### src/rtl/mux_scan_capture.sv
`default_nettype none
// ============================================================================
// Module   : mux_scan_capture
// Purpose  : Walks the select lines of an external 2**SEL_W:1 mux. It waits
//            SETTLE_CYCLES on each channel so the mux output can settle, then
//            samples the single-bit mux output. The samples are collected
//            into a parallel word, which is published with a one-cycle valid
//            pulse.
// Ports    : clk    - system clock, rising edge
//            rst_n  - asynchronous active-low reset
//            start  - request one scan frame (looked at only while idle)
//            cont   - continuous mode, looked at only at the end of a frame
//            din    - mux output bit
//            sel    - mux select drive
//            dout   - last completed frame, bit i = sample taken with sel=i
//            valid  - one-cycle pulse when dout updates
//            busy   - high whenever a frame is in progress
// Revision : 1.0 - initial release
// ============================================================================
module mux_scan_capture #(
  parameter int SETTLE_CYCLES = 4,
  parameter int SEL_W         = 3
) (
  input  logic               clk,
  input  logic               rst_n,
  input  logic               start,
  input  logic               cont,
  input  logic               din,
  output logic [SEL_W-1:0]   sel,
  output logic [2**SEL_W-1:0] dout,
  output logic               valid,
  output logic               busy
);

  localparam int N     = 2**SEL_W;
  // SETTLE_CYCLES is limited to 1..15, so a 4-bit counter covers it.
  localparam int CNT_W = 4;

  localparam logic [CNT_W-1:0] SETTLE_LAST = CNT_W'(SETTLE_CYCLES - 1);
  localparam logic [SEL_W-1:0] SEL_LAST    = SEL_W'(N - 1);

  typedef enum logic [1:0] {
    IDLE   = 2'd0,
    SETTLE = 2'd1,
    SAMPLE = 2'd2,
    DONE   = 2'd3
  } state_t;

  state_t           state, state_nxt;
  logic [SEL_W-1:0] sel_nxt;
  logic [CNT_W-1:0] cnt, cnt_nxt;
  logic [N-1:0]     shadow, shadow_nxt;
  logic [N-1:0]     dout_nxt;
  logic             valid_nxt;

  // --------------------------------------------------------------------------
  // State and datapath registers
  // --------------------------------------------------------------------------
  always_ff @(posedge clk or negedge rst_n) begin
    if (!rst_n) begin
      state  <= IDLE;
      sel    <= '0;
      cnt    <= '0;
      shadow <= '0;
      dout   <= '0;
      valid  <= 1'b0;
    end else begin
      state  <= state_nxt;
      sel    <= sel_nxt;
      cnt    <= cnt_nxt;
      shadow <= shadow_nxt;
      dout   <= dout_nxt;
      valid  <= valid_nxt;
    end
  end

  // --------------------------------------------------------------------------
  // Next-state and datapath logic
  // --------------------------------------------------------------------------
  always_comb begin
    state_nxt  = state;
    sel_nxt    = sel;
    cnt_nxt    = cnt;
    shadow_nxt = shadow;
    dout_nxt   = dout;
    valid_nxt  = 1'b0;

    unique case (state)
      IDLE: begin
        // A start request launches a frame. cont alone does not.
        if (start) begin
          state_nxt = SETTLE;
          sel_nxt   = '0;
          cnt_nxt   = '0;
        end
      end

      SETTLE: begin
        // sel stays put. The counter only measures how long it has been
        // stable. It stops at the last value instead of wrapping.
        if (cnt == SETTLE_LAST) begin
          state_nxt = SAMPLE;
        end else begin
          cnt_nxt = cnt + 1'b1;
        end
      end

      SAMPLE: begin
        // The only cycle in which din is captured for this channel.
        shadow_nxt[sel] = din;
        if (sel == SEL_LAST) begin
          state_nxt = DONE;
        end else begin
          sel_nxt   = sel + 1'b1;
          cnt_nxt   = '0;
          state_nxt = SETTLE;
        end
      end

      DONE: begin
        // The whole frame is published at once, so a partial frame never
        // appears on dout.
        dout_nxt  = shadow;
        valid_nxt = 1'b1;
        sel_nxt   = '0;
        if (cont) begin
          state_nxt = SETTLE;
          cnt_nxt   = '0;
        end else begin
          state_nxt = IDLE;
        end
      end

      default: begin
        state_nxt = IDLE;
      end
    endcase
  end

  assign busy = (state != IDLE);

endmodule
`default_nettype wire

### config.mk
export PLATFORM = sky130hd
export DESIGN_NAME = mux_scan_capture
export DESIGN_NICKNAME = d
export VERILOG_FILES = /design/src/rtl/mux_scan_capture.sv
export SDC_FILE = /design/constraint.sdc
export NUM_CORES = 1
export LEC_CHECK = 0
export BUFFER_PORTS_ARGS = -buffer_cell sky130_fd_sc_hd__buf_4
export CAP_MARGIN = 40
export CORE_ASPECT_RATIO = 1.1
export CORE_MARGIN = 5
export CORE_UTILIZATION = 30
export DETAILED_ROUTE_END_ITERATION = 10
export HOLD_SLACK_MARGIN = 0.08
export PLACE_DENSITY = 0.57
export SLEW_MARGIN = 0
export SYNTH_ARGS = -nofsm -noshare
export SYNTH_HDL_FRONTEND = slang
export SYNTH_SLANG_ARGS = --single-unit
### constraint.sdc
create_clock -name clk -period 3 [get_ports clk]
set_clock_uncertainty 0.15 [all_clocks]
set_input_delay 0.45 -clock clk [delete_from_list [all_inputs] [get_ports clk]]
set_output_delay 0.45 -clock clk [all_outputs]
set_load 0.005 [all_outputs]
==> impl_metrics.toml, run 1 <==
[run_status]
status = "finished, final reports clean"

[synth]
synth_nets = 121
syn-cell-area_mm2 = 0.00131
yosysSeqAreaShare = 0.496
syn_inst = 107
synth_top_area_share = 0.496
synthTopCellsByCount = "26 x dfrtp_1, 17 x mux2_2, 9 x ha_1, 5 x nand2_1"
ys_warn_count = 0
avgSynthCellArea_um2 = 12.3
synthFlopType = "dfrtp_1"
synth_edf_count = 0
yosys_register_bits = 26
synthArstFlopShare = 1.00
synth.largest_area_cell = "dfrtp_1"
yosysMostFrequentCell = "dfrtp_1"
synth_cell_types = 33
yosys-top-cells-area = "dfrtp_1 50%, mux2_2 15%, ha_1 8.6%"

[routing]
first_iter_violations = 83
wl_um = 2400
vias_per_cell = 4.79
drc = 0
routedWlPerCell_um = 13.6
ant_nets = 0
routed-via-count = 848
dr.pass1.iters = 4

[setup_path]
r2r_end = "cnt[3]"
crit_chain = "ha_1, ha_1, and2_4, or3_4, o311ai_1"
rr_worst_depth = 5
cp_num_buf_inv = 0
crit_top_cell = "ha_1"
r2r_slack_ns = 1.02
arrival_ns = 2.02
crit_family = "simple AND/OR/NAND/NOR gates"
reg2reg_from = "sel[1]"
cp-start-kind = "flip-flop"
cp_max_fo = 11
crit_type = "flip-flop to flip-flop"
end_kind = "flip-flop"
cp_slowest_stage_delay_ns = 0.49
crit_slowest_cell = "dfrtp_1"
worstPathRequired_ns = 3.03

[place]
place_hpwl_um = 1750
dpl.cell_count = 172
placed_area_mm2 = 0.00148
gp_congestion = 0.771
port_buffers = 17

[sta]
hold_violations = 0
period_minus_slack_ns = 1.98
rsz0062_at_grt = "false"
setup_viol = 0
holdWs_ns = 0.314
slew_headroom = 0.718
slew_viol_final = 0
finalSetupTns_ns = 0
tightest_slew_ns = 0.423
final.period_utilization = 0.661
max_freq_ghz = 0.504

[floorplan]
coreArea_mm2 = 0.00425
io_pins = 18
rows = 25
fp.dieArea_mm2 = 0.00579
start_util = 0.308
die_x_um = 73.0
die_h_um = 79.3

[clocking]
clockBufferDepth = 2
numCtsBuffers = 3
clockRootBuffer = "clkbuf_8"
htreeDepth = 1
cts_tree = "yes"
post_cts_resized = 0
clk_pin_slew_ns = 0.10
clkSinkCount = 26
clock_latency_ns = 0.27

[global_route]
grt_pass1_vias = 918
grt_max_degree = 27
grt_remaining_overflow = 0
grt_pass1_wl_um = 4370
antenna_found_initial = 0
grt.total_usage = 0.0954

[layout]
fillers = 453
syn_to_final_growth_pct = 18.8
nets = 138
final_cell_area_mm2 = 0.00156
final_cell_count_no_fill = 177
antenna_cells = 0
fin_util = 0.366
drive_above_1_share = 0.333

[min_path]
hold_end = "shadow[7]"
hold_path.startpoint = "din"
hold_class = "input port to flip-flop"
holdPathStages = 2

[power_and_ir_drop]
ir_worst_vdd_mv = 0.369
leakagePower_nw = 0.716
power.density_mw_per_mm2 = 886

[run]
max_cap_violations = 0
## per-stage QoR
stage | worst slack [ns] | power (mW)
floorplan | 1.02 | 0.905
global placement | 1.07 | 1.08
detailed placement | 1.03 | 1.10
CTS | 1.01 | 1.40
global route | 0.881 | 1.49
finish | 1.02 | 1.38
## placed cells by master, fill, tap and decap left out, drive strengths merged, types with 2 or more instances in the layout
master / Yosys / routed
clkbuf: 4 / 3
nor2: 2 / 2
o31ai: 2 / 2
mux2: 17 / 17
a211oi: 2 / 2
nand4b: 2 / 2
inv: 4 / 4
buf: 2 / 17
ha: 9 / 9
nor3: 3 / 3
nand3: 3 / 3
nor3b: 2 / 2
and2: 2 / 2
a22o: 3 / 3
nand2b: 3 / 3
dfrtp: 26 / 26
o41ai: 3 / 3
nand2: 5 / 5
## flip-flops by register name, indices dropped and copies added (netlist names)
| signal | flops |
|---|---|
| dout | 8 |
| shadow | 8 |
| cnt | 4 |
| sel | 3 |
| state | 2 |
| valid | 1 |
## cells by family after synthesis
| family | synth area share |
|---|---|
| buffers and inverters | 0.0343 |
| AO/OA/AOI/OAI | 0.0983 |
| AND/OR/NAND/NOR | 0.139 |
| adder cells (fa/ha/maj) | 0.0859 |
| flip-flops | 0.496 |
| multiplexers | 0.146 |
## timing repair
item	4_1_cts	5_1_grt
hold buffers	1	0
setup buffers	0	0
hold endpoints to repair	26	0
## how the worst max path moves through the flow
| stage | from | end | slack (ns) | depth (start not counted) |
|---|---|---|---|---|
| finish | sel[1] | cnt[3] | 1.02 | 5 |
| global route | sel[1] | cnt[3] | 0.88 | 5 |
| CTS | sel[1] | cnt[3] | 1.01 | 5 |
| detailed placement | sel[1] | cnt[3] | 1.03 | 5 |
| global placement | sel[1] | cnt[3] | 1.07 | 5 |
| floorplan | sel[0] | cnt[3] | 1.02 | 6 |
## layout make-up
| type | instances | area, um2 | share of cell area |
|---|---|---|---|
| well taps | 54 | 67.6 | 0.0434 |
| flip-flops and latches | 26 | 651 | 0.418 |
| clock buffers | 3 | 41.3 | 0.0265 |
| clock inverters | 1 | 30.0 | 0.0193 |
| repair buffers | 18 | 138 | 0.0884 |
| multi-input cells | 71 | 616 | 0.395 |
| inverters | 4 | 15.0 | 0.00964 |
## worst reg2reg max path, cell delays in order (launching register included)
cell and delay [ns]:
dfrtp_1 0.49, ha_1 0.23, ha_1 0.19, and2_4 0.18, or3_4 0.39, o311ai_1 0.27
## power breakdown
part	internal, mW	switching [mW]
clock network	0.179	0.116
registers	0.462	0.0928
logic	0.294	0.236
total	0.935	0.445
## metal layers
metal	global-route usage	wire length, um	vias up
met3	0.0380	132	2
met2	0.144	1160	17
met1	0.124	1090	405
li1	-	-	424
met5	0	0	-
met4	0.0295	18	0
Note: power is estimated with default switching activity, not from simulation.
==> run 2: changes to the inputs <==
--- a/config.mk
+++ b/config.mk
@@ -5,6 +5,7 @@
 export SDC_FILE = /design/constraint.sdc
 export NUM_CORES = 1
 export LEC_CHECK = 0
+export ABC_AREA = 1
 export BUFFER_PORTS_ARGS = -buffer_cell sky130_fd_sc_hd__buf_4
 export CAP_MARGIN = 40
 export CORE_ASPECT_RATIO = 1.1
==> constraint.sdc (replaced) <==
create_clock -name clk -period 2 [get_ports clk]
set_clock_uncertainty 0.15 [all_clocks]
set_input_delay 0.3 -clock clk [delete_from_list [all_inputs] [get_ports clk]]
set_output_delay 0.3 -clock clk [all_outputs]
set_load 0.005 [all_outputs]
==> run 2 against run 1 <==
Die area fell by 0.91%. Global-route usage fell by 0.32 points. Routed wire length fell by 4.6%. Critical path depth fell by 1. Largest cell class unchanged. Area after synthesis fell by 1.0%. Count of clock-buffer cells in the layout rose by 1. First-iteration DRC count fell by 76%. Cell count rose by 24%.
==> impl_metrics.toml, run 2 <==
[run_status]
status = "finished, final reports clean"

[synth]
yosysSeqAreaShare = 0.501
ys_warn_count = 0
yosys_register_bits = 26
synthTopCellsByCount = "46 x nand2_1, 26 x dfrtp_1, 16 x inv_1, 10 x nand3_1, 9 x ha_1"
yosysMostFrequentCell = "nand2_1"
synthArstFlopShare = 1.00
synth_cell_types = 17
synth_nets = 159
yosys-top-cells-area = "dfrtp_1 50%, nand2_1 13%, ha_1 8.7%"
synth.largest_area_cell = "dfrtp_1"
synth_top_area_share = 0.501
synthFlopType = "dfrtp_1"
synth_edf_count = 0
syn-cell-area_mm2 = 0.00130
avgSynthCellArea_um2 = 8.95
syn_inst = 145

[routing]
routed-via-count = 931
first_iter_violations = 20
wl_um = 2290
drc = 0
routedWlPerCell_um = 10.4
vias_per_cell = 4.23
dr.pass1.iters = 4
ant_nets = 0

[floorplan]
coreArea_mm2 = 0.00425
fp.dieArea_mm2 = 0.00574
rows = 25
die_h_um = 79.0
io_pins = 18
start_util = 0.305
die_x_um = 72.7

[layout]
syn_to_final_growth_pct = 19.7
final_cell_count_no_fill = 220
nets = 181
final_common_cell = "nand2_1"
final_cell_area_mm2 = 0.00155
final_cell_mix = "46 x nand2_1, 26 x dfrtp_1, 17 x buf_4"
drive_above_1_share = 0.217
fin_util = 0.365
top_regs = "dout: 8 flops, shadow: 8 flops, cnt: 4 flops"
antenna_cells = 0

[setup_path]
crit_top_cell = "inv_1"
crit_type = "flip-flop to output port"
cp_num_buf_inv = 3
worstPathRequired_ns = 1.55
crit_family = "flip-flops"
crit_slowest_cell = "dfrtp_1"
crit_chain = "inv_1, ha_1, inv_1, buf_4"
end_kind = "output port"
cp-start-kind = "flip-flop"
cp_slowest_stage_delay_ns = 0.45
r2r_slack_ns = 0.36
path_depth = 4
rr_worst_depth = 8
arrival_ns = 1.27
cp_max_fo = 6

[power_and_ir_drop]
pwr-share-comb = 0.381
ir_worst_vdd_mv = 0.454
power_frac_seq = 0.439
swShare = 0.365
power.density_mw_per_mm2 = 1190
internal_power_mw = 1.17
p_sw_mw = 0.675
p_clk_frac = 0.181
p_total_mw = 1.85
leakagePower_nw = 0.759

[clocking]
htreeDepth = 1
clockRootBuffer = "clkbuf_8"
clk_pin_slew_ns = 0.09
post_cts_buffers = 0
clock_latency_ns = 0.27
clockBufferDepth = 2
numCtsBuffers = 3
cts_tree = "yes"
clkSinkCount = 26

[sta]
setup_viol = 0
max_freq_ghz = 0.581
finalSetupTns_ns = 0
rsz0062_at_grt = "false"
hold_violations = 0
tightest_slew_ns = 0.463
period_minus_slack_ns = 1.72
slew_viol_final = 0
final.period_utilization = 0.861
slew_headroom = 0.692

[place]
placed_area_mm2 = 0.00149
gp_congestion = 0.718
dpl.cell_count = 215
port_buffers = 17
place_hpwl_um = 1740

[run]
max_cap_violations = 0

[global_route]
grt_pass1_vias = 927
grt_remaining_overflow = 0
grt_max_degree = 27
grt.total_usage = 0.0922
grt_pass1_wl_um = 4130
antenna_found_initial = 0

[min_path]
hold_class = "input port to flip-flop"
holdPathStages = 3
## run 2: area by class of cell
class                           count  area [um2]
Inverter                           16        60.1
Multi-Input combinational cell    102         582
Sequential cell                    26         651
Fill cell                         462        2700
Timing Repair Buffer               18         138
Tap cell                           54        67.6
Clock buffer                        4        55.1
## run 2: worst reg2reg max path, cell delays in order, from the launching register on
cell and delay [ns]:
dfrtp_1 0.45, inv_1 0.14, ha_1 0.24, nand2_2 0.11, nand2_2 0.09, nor2_4 0.14, nand2_2 0.09, nand2_1 0.06
nand2_1 0.05
## run 2: power groups by stage
stage,Clock (mW),Combinational [mW],Sequential [mW]
6_report,0.334,0.703,0.811
5_1_grt,0.365,0.820,0.839
4_1_cts,0.350,0.723,0.812
3_5_place_dp,0,0.720,0.822
3_3_place_gp,0,0.710,0.820
2_1_floorplan,0,0.477,0.796
## run 2: cells by family after synthesis
logic type                 Yosys count  synth area share
adders and majority gates            9            0.0868
and+or+nand+nor                     75             0.258
muxes                                7            0.0608
AOI/OAI and AO/OA                   11            0.0424
buffers and inverters               17            0.0501
DFF                                 26             0.501
## run 2: what timing repair did
| action | 4_1_cts | 5_1_grt |
|---|---|---|
| hold buffers | 1 | 0 |
| hold endpoints to repair | 26 | 0 |
| gates resized for setup | 0 | 0 |
## run 2: per-stage QoR
stage / setup slack [ns] / hold WS, ns
4_1_cts: 0.268 / 0.102
2_1_floorplan: 0.483 / -0.146
6_report: 0.277 / 0.103
3_5_place_dp: 0.376 / 0.0761
5_1_grt: 0.174 / 0.117
3_3_place_gp: 0.384 / 0.0758
## run 2: path summary, 6_finish.rpt
kind                                  end       from
min in group asynchronous         dout[4]      rst_n
max in group asynchronous       shadow[3]      rst_n
worst min-delay path            shadow[7]        din
worst max register to register     cnt[2]   state[0]
worst min register to register  shadow[4]  shadow[4]
worst max-delay path                 busy   state[0]
## run 2: metal layers
metal,GRT usage,wire length [um],up-vias
li1,-,-,501
met1,0.123,1120,411
met2,0.141,1050,15
met3,0.0152,69,4
met4,0.0498,52,0
met5,0,0,-
